$ cat src/rtl/pipe_hazard_ctrl.sv
// Pipeline sequencing controller: load-use, multi-cycle EX, taken-branch squash and data-memory wait.
// Optional performance counters are built in when PIPE_PERF_CNT_EN is defined.
module pipe_hazard_ctrl #(
   parameter int REG_AW  = 5,
   parameter int MUL_LAT = 3
) (
   input  logic              clk,
   input  logic              rst,
   input  logic [REG_AW-1:0] dec_rs1,
   input  logic [REG_AW-1:0] dec_rs2,
   input  logic              dec_use_rs1,
   input  logic              dec_use_rs2,
   input  logic              ex_valid,
   input  logic [REG_AW-1:0] ex_rd,
   input  logic              ex_mem_read,
   input  logic              ex_multi,
   input  logic              br_taken,
   input  logic              mem_req,
   input  logic              mem_ready,
   output logic              pc_en,
   output logic              ifdec_en,
   output logic              ifdec_flush,
   output logic              decex_en,
   output logic              decex_bubble,
   output logic              exmem_en,
   output logic              exmem_bubble,
   output logic              busy
`ifdef PIPE_PERF_CNT_EN
   ,
   output logic [31:0]       stall_cycles,
   output logic [31:0]       flush_count
`endif
);

   localparam int CNT_W = $clog2(MUL_LAT);
   localparam logic [CNT_W-1:0] CNT_INIT = CNT_W'(MUL_LAT - 2);

   typedef enum logic {RUN = 1'b0, MULWAIT = 1'b1} state_t;

   state_t           state_q, state_d;
   logic [CNT_W-1:0] cnt_q, cnt_d;
   logic             frz;
   logic             lu;

   assign frz = mem_req & ~mem_ready;
   assign lu  = ex_valid & ex_mem_read & (ex_rd != '0) &
                ((dec_use_rs1 & (dec_rs1 == ex_rd)) | (dec_use_rs2 & (dec_rs2 == ex_rd)));

   always_ff @(posedge clk) begin
      state_q <= state_d;
      cnt_q   <= cnt_d;
   end

   always_comb begin
      state_d      = state_q;
      cnt_d        = cnt_q;
      pc_en        = 1'b0;
      ifdec_en     = 1'b0;
      ifdec_flush  = 1'b0;
      decex_en     = 1'b0;
      decex_bubble = 1'b0;
      exmem_en     = 1'b0;
      exmem_bubble = 1'b0;
      busy         = 1'b1;

      if (rst) begin
         state_d = RUN;
         cnt_d   = '0;
      end else if (!frz) begin
         case (state_q)
            RUN: begin
               busy = 1'b0;
               if (ex_valid && br_taken) begin
                  // Squash the two younger instructions; the branch itself moves on.
                  pc_en        = 1'b1;
                  ifdec_en     = 1'b1;
                  ifdec_flush  = 1'b1;
                  decex_en     = 1'b1;
                  decex_bubble = 1'b1;
                  exmem_en     = 1'b1;
               end else if (ex_valid && ex_multi) begin
                  // busy covers the whole multi-cycle occupancy, entry cycle included.
                  exmem_en     = 1'b1;
                  exmem_bubble = 1'b1;
                  busy         = 1'b1;
                  state_d      = MULWAIT;
                  cnt_d        = CNT_INIT;
               end else if (lu) begin
                  decex_en     = 1'b1;
                  decex_bubble = 1'b1;
                  exmem_en     = 1'b1;
               end else begin
                  pc_en    = 1'b1;
                  ifdec_en = 1'b1;
                  decex_en = 1'b1;
                  exmem_en = 1'b1;
               end
            end
            MULWAIT: begin
               if (cnt_q != '0) begin
                  exmem_en     = 1'b1;
                  exmem_bubble = 1'b1;
                  cnt_d        = cnt_q - 1'b1;
               end else begin
                  pc_en    = 1'b1;
                  ifdec_en = 1'b1;
                  decex_en = 1'b1;
                  exmem_en = 1'b1;
                  state_d  = RUN;
               end
            end
            default: begin
               state_d = RUN;
               cnt_d   = '0;
            end
         endcase
      end
   end

`ifdef PIPE_PERF_CNT_EN
   logic [31:0] stall_q, flush_q;

   function automatic logic [31:0] sat_inc(input logic [31:0] v);
      return (v == 32'hFFFF_FFFF) ? v : v + 32'd1;
   endfunction

   always_ff @(posedge clk) begin
      if (rst) begin
         stall_q <= '0;
         flush_q <= '0;
      end else begin
         if (!pc_en)      stall_q <= sat_inc(stall_q);
         if (ifdec_flush) flush_q <= sat_inc(flush_q);
      end
   end

   assign stall_cycles = stall_q;
   assign flush_count  = flush_q;
`endif

endmodule

$ cat config.mk
export PLATFORM = sky130hd
export DESIGN_NAME = pipe_hazard_ctrl
export DESIGN_NICKNAME = d
export VERILOG_FILES = /design/src/rtl/pipe_hazard_ctrl.sv
export SDC_FILE = /design/constraint.sdc
export NUM_CORES = 1
export LEC_CHECK = 0
export BUFFER_PORTS_ARGS = -buffer_cell sky130_fd_sc_hd__buf_2
export CELL_PAD_IN_SITES_DETAIL_PLACEMENT = 0
export CELL_PAD_IN_SITES_GLOBAL_PLACEMENT = 1
export CORE_MARGIN = 1
export CORE_UTILIZATION = 23
export CTS_CLUSTER_SIZE = 40
export DETAILED_ROUTE_END_ITERATION = 6
export PLACE_DENSITY_LB_ADDON = 0.1
export SYNTH_ARGS = -nofsm -noshare
export SYNTH_HDL_FRONTEND = slang
export SYNTH_SLANG_ARGS = --single-unit
$ cat constraint.sdc
create_clock -name clk -period 1.7 [get_ports clk]
set_input_delay 0.085 -clock clk [delete_from_list [all_inputs] [get_ports clk]]
set_output_delay 0.085 -clock clk [all_outputs]
set_load 0.1 [all_outputs]
==> Yosys cells after proc, flatten, opt, wreduce, memory -nomap -nowiden <==
Index checks and enable logic that the tools add are counted.
{ "classes": {"add_sub_neg": 1, "eq_ne": 5, "n_mux": 37, "n_bitwise": 10, "reduce_logical": 5} }
{ "op_table": {"columns": ["op", "n"], "rows": [
  ["$mux W1", 30],
  ["$eq A5 B5 Y1", 2],
  ["$and A1 B1 Y1", 6],
  ["$mux W2", 3],
  ["$pmux W1 S2", 3],
  ["$reduce_bool A5 Y1", 1],
  ["$ne A2 B2 Y1 const B", 2],
  ["$pmux W2 S2", 1],
  ["$reduce_and A4 Y1", 1],
  ["$not A1 Y1", 3],
  ["$logic_and A1 B1 Y1", 2],
  ["$ne A2 B1 Y1 const B", 1],
  ["$reduce_bool A2 Y1", 1],
  ["$sub A2 B1 Y2 const B", 1],
  ["$or A1 B1 Y1", 1]
]} }
{ "totals": {"register_bits": 3, "in_bits": 25, "output_inout_bits": 8, "wordCells": 60} }

==> Longest topological paths before layout <==
Gate-level depths: netlist of run 1.
{ "depth": {"depth_word": 10, "mapped_depth": 7, "mapped_depth_nobuf": 6} }

==> Least setup slack after synthesis of run 1 <==
Ideal clock, no wire load.
{ "synth_timing": {"path_type": "register to output", "startpoint": "register state_q", "endpoint": "output port decex_bubble", "arrival_time_ns": 4.482, "required_time_ns": 1.615, "setup_slack_ns": -2.867, "stages_incl_launch_ff": 4, "n_path_buf": 1, "cell_sequence": "dfxtp_1 > buf_2 > nor4_1 > o21bai_1"} }
{ "synth_between": {"elab_chain_len": 3} }
{ "synth_lines": {"columns": ["element", "line", "text"], "rows": [
  ["start: declaration", "40", "state_t state_q, state_d;"],
  ["start signal: assignment", "50", "state_q <= state_d;"],
  ["$mux W1", "70", "case (state_q)"],
  ["$mux W1", "69", "end else if (!frz) begin"],
  ["$mux W1", "66", "if (rst) begin"],
  ["end: declaration", "24", "output logic decex_bubble,"]
]} }
Every way passes these cells.

==> Worst setup path in the final report of run 1 <==
{ "layout_timing": {"startpoint": "register cnt_q[0]", "endpoint": "output port pc_en"} }
{ "layout_between": {"elab_chain_len": 5} }
{ "layout_lines": {"columns": ["element", "line", "text"], "rows": [
  ["start: declaration", "41", "logic [CNT_W-1:0] cnt_q, cnt_d;"],
  ["start signal: assignment", "51", "cnt_q <= cnt_d;"],
  ["$reduce_bool A2 Y1", "100", "if (cnt_q != '0) begin"],
  ["$mux W1", "100", null],
  ["$pmux W1 S2", "70", null],
  ["$mux W1", "69", null],
  ["$mux W1", "66", null],
  ["end: declaration", "20", "output logic pc_en,"]
]} }
Every way passes these cells.

==> reports/metrics.csv, run 1 <==
stage,metric,value,unit
cts,insertion_delay,0.24,ns
detailed_routing,wire_per_inst,10.7,um
cts,cts.path.max_buffers,2,
cts,clk_pin_slew,0.04,ns
worst_setup_path,crit_path_max_fanout,2,
power_and_ir_drop,p_leak,0.335,nW
synth,syn_nets,77,
sta,max_freq,618,MHz
synth,syn_area_per_cell,7.58,sq um
hold_path,min_path_type,primary input to flip-flop,
cts,cts_buffers,3,
worst_setup_path,start_kind,flip-flop,
synth,seq_area_frac_synth,0.155,
cts,root_buffer,clkbuf_4,
worst_setup_path,path_class,flip-flop to primary output,
detailed_routing,first_pass_iters,3,
cts,cts_sinks,3,
floorplan,die_x,43,um
floorplan,core,1540,sq um
final_layout,drive_gt1_frac,0.563,
worst_setup_path,cpPeakStageDelay,0.31,ns
worst_setup_path,cp-end-kind,primary output,
floorplan,start_util,0.251,
power_and_ir_drop,power,0.438,mW
run,maxCapViolCount,0,
detailed_routing,viasPerCell,4.78,
synth,yosys.area.top_type,xor2_1,
synth,synthCells,51,
global_routing,grt_pass1_wl,1830,um
synth,netlist-cell-type-count,28,
final_layout,utilization,0.485,
sta,setup-tns-final,0,ns
global_routing,grt_overflow_total,0,
global_routing,grt_antenna_before_repair,0,
floorplan,die_h,43,um
sta,worst_pin_slew,0.485,ns
final_layout,n_fill_cell,150,
cts,htreeDepth,1,
synth,syn-cell-area,387,sq um
global_routing,grt_pass1_vias,474,
sta,fin_skew,0.000533,ns
power_and_ir_drop,vdd.ir_drop.worst,0.337,mV
sta,max_slew_margin,0.679,
sta,drv_slew,0,
worst_setup_path,cp_data_required_time,1.62,ns
worst_setup_path,crit_arrival,1.53,ns
cts,cts_tree,yes,
sta,final.min_clock_period,1.62,ns
final_layout,antennaDiodeCount,0,
detailed_routing,drt-total-wl,1110,um
worst_setup_path,crit_path_frequent_cell,and2_4,
floorplan,die-area,1850,sq um
final_layout,syn_to_final_growth,93.2,%
detailed_routing,vias,492,
sta,holdWs,0.173,ns
floorplan,fp-row-count,14,
synth,yosys_warnings,0,
sta,hold_viol,0,
place,dp_hpwl,921,um
detailed_routing,drtIter0Drc,8,
detailed_routing,drc_errors,0,
worst_setup_path,crit_path_cell_trace,inv_2 > ha_2 > nand2b_4 > and2_4 > and2_4 > o31a_4 > buf_12,
synth,ys_ff_latch,3,
place,gp_congestion,0.766,
sta,period_share,0.952,
floorplan,ios,33,
sta,grt_setup_unrepaired,false,
power_and_ir_drop,powerDensity,587,nW/um^2
place,numPortBuffers,32,
synth,yosys-top-cells-area,"xor2_1, dfxtp_1, and2_1",
global_routing,grtUsageTotal,0.124,
sta,setup_viol,0,
global_routing,grt_start_max_net_pins,8,
status,status,finished clean,
detailed_routing,ant_nets,0,
final_layout,nets,114,
worst_setup_path,slowest_stage,dfxtp_1,
synth,netlist.area_leader.share,0.181,
cts,ctsHoldBuffers,0,
[registers in the layout, indices dropped and copies added, names as in the netlist]
signal	cells
cnt_q	2
state_q	1
[worst paths after layout]
kind	start	end	slack, ns	depth (start not counted)
max	cnt_q[0]	pc_en	0.08	7
min	rst	state_q	0.17	2
max reg2reg	cnt_q[0]	cnt_q[1]	0.48	6
min reg2reg	cnt_q[0]	cnt_q[0]	0.48	2
[per-stage QoR]
stage / setup WS (ns) / cell area [sq um] / instances
2_1_floorplan: -0.405 / 469 / 51
3_3_place_gp: 0.189 / 701 / 98
3_5_place_dp: 0.165 / 701 / 98
4_1_cts: 0.00608 / 729 / 102
5_1_grt: 0.00143 / 747 / 103
6_report: 0.0813 / 747 / 103
[timing repair]
action / 4_1_cts / 5_1_grt
setup buffers: 0 / 1
cloned: 0 / 0
setup endpoints to repair: 2 / 2
resized for setup: 1 / 3
pin swaps: 0 / 1
[synthesized netlist by cell type (all sizes together)]
cell and count:
ha 1, a21oi 1, nor2b 2, xor2 8
inv 2, nand2b 1, nor3 2, a32oi 1
o21bai 1, or4 1, a21o 1, and2 4
o2111ai 1, o21ai 3, a211oi 1, nand2 5
mux2i 1, nand4bb 1, dfxtp 3, nor4 3
xnor2 2, o31a 1, nor2 3, buf 2
[kinds of logic (layout without fill, tap and decap cells)]
kind of cell,Yosys count,in the layout,synth area share
compound gates,10,10,0.178
xor+xnor,10,10,0.227
mux,1,1,0.0259
flops,3,3,0.155
simple gates,22,22,0.330
fa+ha+maj,1,1,0.0324
buf+inv,4,40,0.0518
[critical path: cells and delay by family (launching register included)]
family / cells / cell delay [ns]
buffers and inverters: 2 / 0.23
AO/OA/AOI/OAI: 1 / 0.17
AND/OR/NAND/NOR: 3 / 0.42
flip-flops: 1 / 0.31
adder cells (fa/ha/maj): 1 / 0.17
[report_power, final]
| part | total (mW) | leakage (nW) | switching (mW) | internal, mW |
|---|---|---|---|---|
| Clock | 0.131 | 0.0150 | 0.0428 | 0.0883 |
| Combinational | 0.232 | 0.296 | 0.144 | 0.0881 |
| Sequential | 0.0749 | 0.0243 | 0.00203 | 0.0729 |
[final cells by class]
| class | count | area [sq um] | area share |
|---|---|---|---|
| multi-input combinational | 44 | 383 | 0.513 |
| timing repair buffer | 34 | 250 | 0.335 |
| sequential | 3 | 60.1 | 0.0804 |
| clock buffer | 4 | 26.3 | 0.0352 |
| tap | 16 | 20.0 | 0.0268 |
| inverter | 2 | 7.51 | 0.0101 |
[placed cells by master, fill, tap and decap left out, types with 2 or more instances in the layout]
| cell type | count |
|---|---|
| buf_4 | 2 |
| o21ai_1 | 2 |
| nand2_1 | 5 |
| nor2_1 | 2 |
| dfxtp_1 | 3 |
| xor2_1 | 8 |
| buf_12 | 5 |
| buf_2 | 27 |
| clkbuf_4 | 3 |
| and2_4 | 2 |
| xnor2_1 | 2 |
[layer usage]
metal | wire length [um] | global-route usage | up-vias
met4 | 0 | 0.0182 | 0
met2 | 508 | 0.209 | 28
met5 | 0 | 0 | -
met3 | 124 | 0.0468 | 0
li1 | - | - | 253
met1 | 472 | 0.154 | 211
Power figures use the tool's default switching activity.
==> run 2: changes to the inputs <==
--- a/config.mk
+++ b/config.mk
@@ -14,4 +14,5 @@
 export DETAILED_ROUTE_END_ITERATION = 6
 export PLACE_DENSITY_LB_ADDON = 0.1
+export SLEW_MARGIN = 20
 export SYNTH_ARGS = -nofsm -noshare
 export SYNTH_HDL_FRONTEND = slang
==> constraint.sdc (replaced) <==
create_clock -name clk -period 1.7 [get_ports clk]
set_input_delay 0.17 -clock clk [delete_from_list [all_inputs] [get_ports clk]]
set_output_delay 0.17 -clock clk [all_outputs]
set_load 0.1 [all_outputs]
==> run 2 against run 1 <==
Against the previous run: maximum frequency decreased by 4.1%; sequential power about the same; flip-flop and latch count unchanged; wire length increased by 8.8%; critical path type unchanged; largest power group unchanged.
==> reports/metrics.csv, run 2 (synthesis gave the netlist of run 1 again) <==
stage,metric,value,unit,change
place,post_dp_cell_area,712,sq um,+1.6%
worst_setup_path,path_class,flip-flop to primary output,,
final_layout,antennaDiodeCount,0,,unchanged
global_routing,grt_antenna_before_repair,0,,unchanged
floorplan,core,1540,sq um,unchanged
cts,cts.path.max_buffers,2,,unchanged
place,dp_hpwl,963,um,+4.7%
detailed_routing,drt-total-wl,1200,um,+8.8%
final_layout,utilization,0.532,,+0.0471
power_and_ir_drop,p_leak,0.367,nW,+9.3%
worst_setup_path,cp_data_required_time,1.53,ns,-0.09 ns
status,status,finished clean,,
place,gp_congestion,0.685,,-11%
sta,setup-tns-final,0,ns,unchanged
final_layout,stdcell_area,820,sq um,+9.7%
sta,worst_pin_slew,0.483,ns,-0.00146 ns
final_layout,n_fill_cell,149,,-0.67%
worst_setup_path,crit_arrival,1.52,ns,about the same
worst_setup_path,start_kind,flip-flop,,
sta,finalWorstSetupSlack,0.0128,ns,-0.0686 ns
cts,cts_sinks,3,,unchanged
global_routing,grt_overflow_total,0,,unchanged
power_and_ir_drop,vdd.ir_drop.worst,0.370,mV,+10%
worst_setup_path,cp-end-kind,primary output,,
worst_setup_path,r2r-end,cnt_q[0],,
final_layout,top_regs,"cnt_q (2), state_q (1)",,
global_routing,grt_start_max_net_pins,8,,unchanged
final_layout,final_common_cell,buf_2,,
sta,max_freq,593,MHz,-4.1%
floorplan,ios,33,,unchanged
hold_path,holdPathEnd,state_q,,
sta,setup_viol,0,,unchanged
floorplan,start_util,0.251,,unchanged
worst_setup_path,reg2reg_from,cnt_q[0],,
detailed_routing,viasPerCell,4.79,,+0.26%
global_routing,grt_pass1_wl,2000,um,+9.5%
final_layout,largest_reg_flops,2,,unchanged
global_routing,grtUsageTotal,0.149,,+0.0245
floorplan,die-area,1850,sq um,unchanged
final_layout,layout_common_cells,"buf_2, xor2_1, buf_4, nand2_1",,
cts,clk_pin_slew,0.04,ns,about the same
sta,max_slew_margin,0.680,,+0.000965
detailed_routing,drc_errors,0,,unchanged
final_layout,largest_register,cnt_q,,
final_layout,drive_gt1_frac,0.667,,+0.103
cts,insertion_delay,0.24,ns,about the same
sta,drv_slew,0,,unchanged
sta,final.min_clock_period,1.69,ns,+0.0686 ns
global_routing,grt_pass1_vias,498,,+5.1%
place,dp_slack,-0.0441,ns,-0.209 ns
detailed_routing,wire_per_inst,11.0,um,+2.8%
floorplan,fp-row-count,14,,unchanged
run,maxCapViolCount,0,,unchanged
detailed_routing,drtIter0Drc,5,,-3
detailed_routing,vias,522,,+6.1%
cts,cts_tree,yes,,
cts,cts_buffers,3,,unchanged
worst_setup_path,r2r_slack,0.52,ns,+0.04 ns
hold_path,hold_path.startpoint,mem_ready,,
floorplan,die_x,43,um,unchanged
sta,period_share,0.992,,+0.0403
final_layout,syn_to_final_growth,112,%,
power_and_ir_drop,powerDensity,543,nW/um^2,-7.5%
worst_setup_path,crit_path_max_fanout,2,,unchanged
cts,root_buffer,clkbuf_4,,
hold_path,min_path_type,primary input to flip-flop,,
worst_setup_path,reg2reg_depth,5,,-1
sta,grt_setup_unrepaired,true,,
final_layout,nets,120,,+5.3%
sta,hold_viol,0,,unchanged
sta,fin_skew,0.00112,ns,+0.000590 ns
place,numPortBuffers,32,,unchanged
cts,htreeDepth,1,,unchanged
hold_path,hold_path_depth,4,,+2
detailed_routing,ant_nets,0,,unchanged
floorplan,die_h,43,um,unchanged
detailed_routing,first_pass_iters,4,,+1
==> run 2: per-stage QoR <==
stage          hold WS [ns]  std cells  power [mW]
2_1_floorplan         0.239         51       0.230
3_3_place_gp          0.479        103       0.300
3_5_place_dp          0.481        103       0.300
4_1_cts               0.247        108       0.450
5_1_grt               0.252        109       0.475
6_report              0.256        109       0.445
==> run 2: area by class of cell <==
| class | instances | area [sq um] | area share |
|---|---|---|---|
| Timing Repair Buffer | 40 | 282 | 0.344 |
| Clock buffer | 4 | 26.3 | 0.0321 |
| Tap cell | 16 | 20.0 | 0.0244 |
| Multi-Input combinational cell | 44 | 418 | 0.510 |
| Sequential cell | 3 | 66.3 | 0.0809 |
| Inverter | 2 | 7.51 | 0.00916 |
==> run 2: worst max-delay path: stages (launching register included) <==
cell      delay (ns)
dfxtp_2         0.32
inv_2           0.07
ha_4            0.13
nand2b_4        0.11
and2_4          0.14
and2_4          0.14
o31a_4          0.15
buf_6           0.22
==> run 2: metal layers <==
metal  GRT usage  vias to the layer above  part of all wire
li1            -                      268                 -
met1       0.159                      222              0.42
met2       0.236                       30              0.45
met3      0.0809                        2              0.11
met4      0.0727                        0             0.013
met5           0                        -                 0
==> run 2: where the power goes <==
group / total [mW] / leakage (nW) / switching, mW / internal (mW)
registers: 0.0752 / 0.0261 / 0.00302 / 0.0722
logic: 0.241 / 0.326 / 0.147 / 0.0935
clock network: 0.129 / 0.0150 / 0.0408 / 0.0882
total: 0.445 / 0.367 / 0.191 / 0.254
==> run 2: worst max path at each step <==
stage	startpoint	to	slack [ns]	cells after the start
after detailed placement	ex_rd[1]	pc_en	-0.04	7
after global placement	ex_rd[1]	pc_en	-0.02	5
final	cnt_q[0]	ifdec_en	0.01	7
after floorplan	state_q	decex_bubble	-0.49	3
after global routing	cnt_q[0]	pc_en	-0.05	7
after CTS	cnt_q[0]	exmem_bubble	-0.03	7
==> run 2: what timing repair did <==
item / CTS / global route
gates resized for setup: 14 / 3
endpoints found under the setup margin: 5 / 4
setup buffers: 1 / 1
pin swaps: 2 / 2
hold buffers: 0 / 0
==> run 3: changes to the inputs <==
- SETUP_SLACK_MARGIN: unset -> 0.3
==> run 3 against run 2 <==
Against the previous run: hold slack about the same; sequential share of layout area shrank 0.27 points; flip-flop and latch count unchanged; wire length grew 0.58%; sequential power barely moved; worst setup slack better by 0.028 ns; critical endpoint unchanged; largest power group unchanged.
==> reports/metrics.csv, run 3 (synthesis gave the netlist of run 1 again) <==
stage,metric,value,unit,change
worst_setup_path,reg2reg_depth,5,,unchanged
sta,final.min_clock_period,1.66,ns,-0.0277 ns
place,dp_hpwl,963,um,unchanged
detailed_routing,drt-total-wl,1210,um,+0.58%
place,dp_cells,103,,unchanged
global_routing,grt_pass1_vias,496,,-0.40%
floorplan,core,1540,sq um,unchanged
hold_path,min_path_type,primary input to flip-flop,,
sta,period_share,0.976,,-0.0163
cts,insertion_delay,0.24,ns,about the same
global_routing,grt_start_max_net_pins,8,,unchanged
place,dp_slack,-0.0441,ns,unchanged
final_layout,drive_gt1_frac,0.674,,+0.00725
sta,worst_pin_slew,0.483,ns,-0.000449 ns
power_and_ir_drop,p_leak,0.378,nW,+3.1%
sta,setup_viol,0,,unchanged
detailed_routing,first_pass_iters,3,,-1
final_layout,top_regs,"cnt_q (2), state_q (1)",,
floorplan,die_x,43,um,unchanged
power_and_ir_drop,power_switching,0.194,mW,+1.3%
power_and_ir_drop,p_int,0.263,mW,+3.7%
worst_setup_path,crit_end,ifdec_en,,
final_layout,layout_common_cells,"buf_2, xor2_1, buf_4, nand2_1, buf_12",,
cts,ctsHoldBuffers,0,,unchanged
floorplan,start_util,0.251,,unchanged
sta,grt_setup_unrepaired,true,,
final_layout,largest_register,cnt_q,,
cts,clk_pin_slew,0.04,ns,about the same
run,maxCapViolCount,0,,unchanged
detailed_routing,drc_errors,0,,unchanged
cts,cts.path.max_buffers,2,,unchanged
detailed_routing,drtIter0Drc,5,,unchanged
sta,max_freq,603,MHz,+1.7%
global_routing,grtUsageTotal,0.148,,-0.000870
worst_setup_path,crit_path_max_fanout,2,,unchanged
final_layout,nets,119,,-0.83%
worst_setup_path,r2r_slack,0.53,ns,about the same
final_layout,largest_reg_flops,2,,unchanged
sta,setup-tns-final,0,ns,unchanged
final_layout,syn_to_final_growth,119,%,
global_routing,grt_overflow_total,0,,unchanged
floorplan,ios,33,,unchanged
global_routing,grt_antenna_before_repair,0,,unchanged
power_and_ir_drop,pwr-share-comb,0.553,,+0.012
detailed_routing,viasPerCell,4.78,,-0.23%
cts,root_buffer,clkbuf_4,,
sta,drv_slew,0,,unchanged
place,numPortBuffers,32,,unchanged
final_layout,n_fill_cell,144,,-3.4%
power_and_ir_drop,vdd.ir_drop.worst,0.370,mV,about the same
floorplan,die-area,1850,sq um,unchanged
cts,cts_tree,yes,,
final_layout,fin_cells,108,,-0.92%
power_and_ir_drop,seq_power_share,0.165,,-0.004
worst_setup_path,cp_data_required_time,1.53,ns,about the same
sta,finalWorstSetupSlack,0.0405,ns,+0.0277 ns
sta,fin_skew,0.00110,ns,-0.0000219 ns
status,status,finished clean,,
cts,htreeDepth,1,,unchanged
detailed_routing,ant_nets,0,,unchanged
final_layout,antennaDiodeCount,0,,unchanged
detailed_routing,wire_per_inst,11.2,um,+1.5%
floorplan,die_h,43,um,unchanged
sta,hold_viol,0,,unchanged
final_layout,final_common_cell,buf_2,,
sta,max_slew_margin,0.680,,about the same
worst_setup_path,crit_arrival,1.49,ns,-0.03 ns
worst_setup_path,startpoint,cnt_q[0],,
cts,cts_buffers,3,,unchanged
power_and_ir_drop,powerDensity,538,nW/um^2,-0.83%
floorplan,fp-row-count,14,,unchanged
sta,holdWs,0.256,ns,+0.0000210 ns
worst_setup_path,path_class,flip-flop to primary output,,
worst_setup_path,start_kind,flip-flop,,
worst_setup_path,cp-end-kind,primary output,,
detailed_routing,vias,516,,-1.1%
power_and_ir_drop,sw_frac_of_total,0.424,,-0.00558
worst_setup_path,r2r-end,cnt_q[0],,
cts,cts_sinks,3,,unchanged
global_routing,grt_pass1_wl,1990,um,-0.70%
power_and_ir_drop,clock_power_share,0.282,,-0.008
place,gp_congestion,0.685,,unchanged
worst_setup_path,reg2reg_from,cnt_q[0],,
run 3: cell types whose count changed in the layout (fill, tap and decap cells not counted), sizes merged:
cell,previous run,this run
buf,40,39
run 3: per-layer routing:
layer  wire length [um]  global-route usage
met2                553               0.236
met5                  0                   0
met3                122              0.0809
met4                 16              0.0727
met1                517               0.157
run 3: worst min path at each step:
stage | depth (start not counted) | to | startpoint
3_5_place_dp | 2 | cnt_q[0] | cnt_q[0]
5_1_grt | 2 | cnt_q[1] | rst
6_report | 4 | state_q | mem_ready
2_1_floorplan | 1 | state_q | rst
4_1_cts | 2 | state_q | rst
3_3_place_gp | 2 | cnt_q[0] | cnt_q[0]
run 3: what timing repair did:
item | 4_1_cts | 5_1_grt
setup endpoints to repair | 7 | 7
pin swaps | 3 | 1
endpoints found under the hold margin | 0 | 0
buffers inserted | 1 | 0
resized for setup | 23 | 3
run 3: area by class of cell:
cell class	count	area [sq um]	share of cell area
Timing Repair Buffer	39	304	0.358
Tap cell	16	20.0	0.0236
Inverter	2	7.51	0.00885
Clock buffer	4	26.3	0.0310
Sequential cell	3	66.3	0.0782
Multi-Input combinational cell	44	424	0.500
run 3: power groups by stage:
stage / logic [mW] / clock network [mW] / registers, mW
floorplan: 0.155 / 0 / 0.0748
global placement: 0.224 / 0 / 0.0762
detailed placement: 0.223 / 0 / 0.0763
CTS: 0.249 / 0.137 / 0.0750
global route: 0.265 / 0.146 / 0.0755
finish: 0.253 / 0.129 / 0.0753
run 3: critical path, stage by stage, from the launching register on:
cell      delay, ns
dfxtp_2        0.32
inv_2          0.07
ha_4           0.13
nand2b_4       0.11
and2_4         0.14
and2_4         0.15
o31a_4         0.17
buf_12         0.17
run 3: per-stage QoR:
stage          power (mW)  cell area, sq um  utilization
6_report            0.457               848        0.550
3_3_place_gp        0.300               712        0.462
2_1_floorplan       0.230               473            -
3_5_place_dp        0.300               712        0.462
4_1_cts             0.461               821        0.532
5_1_grt             0.487               848        0.550
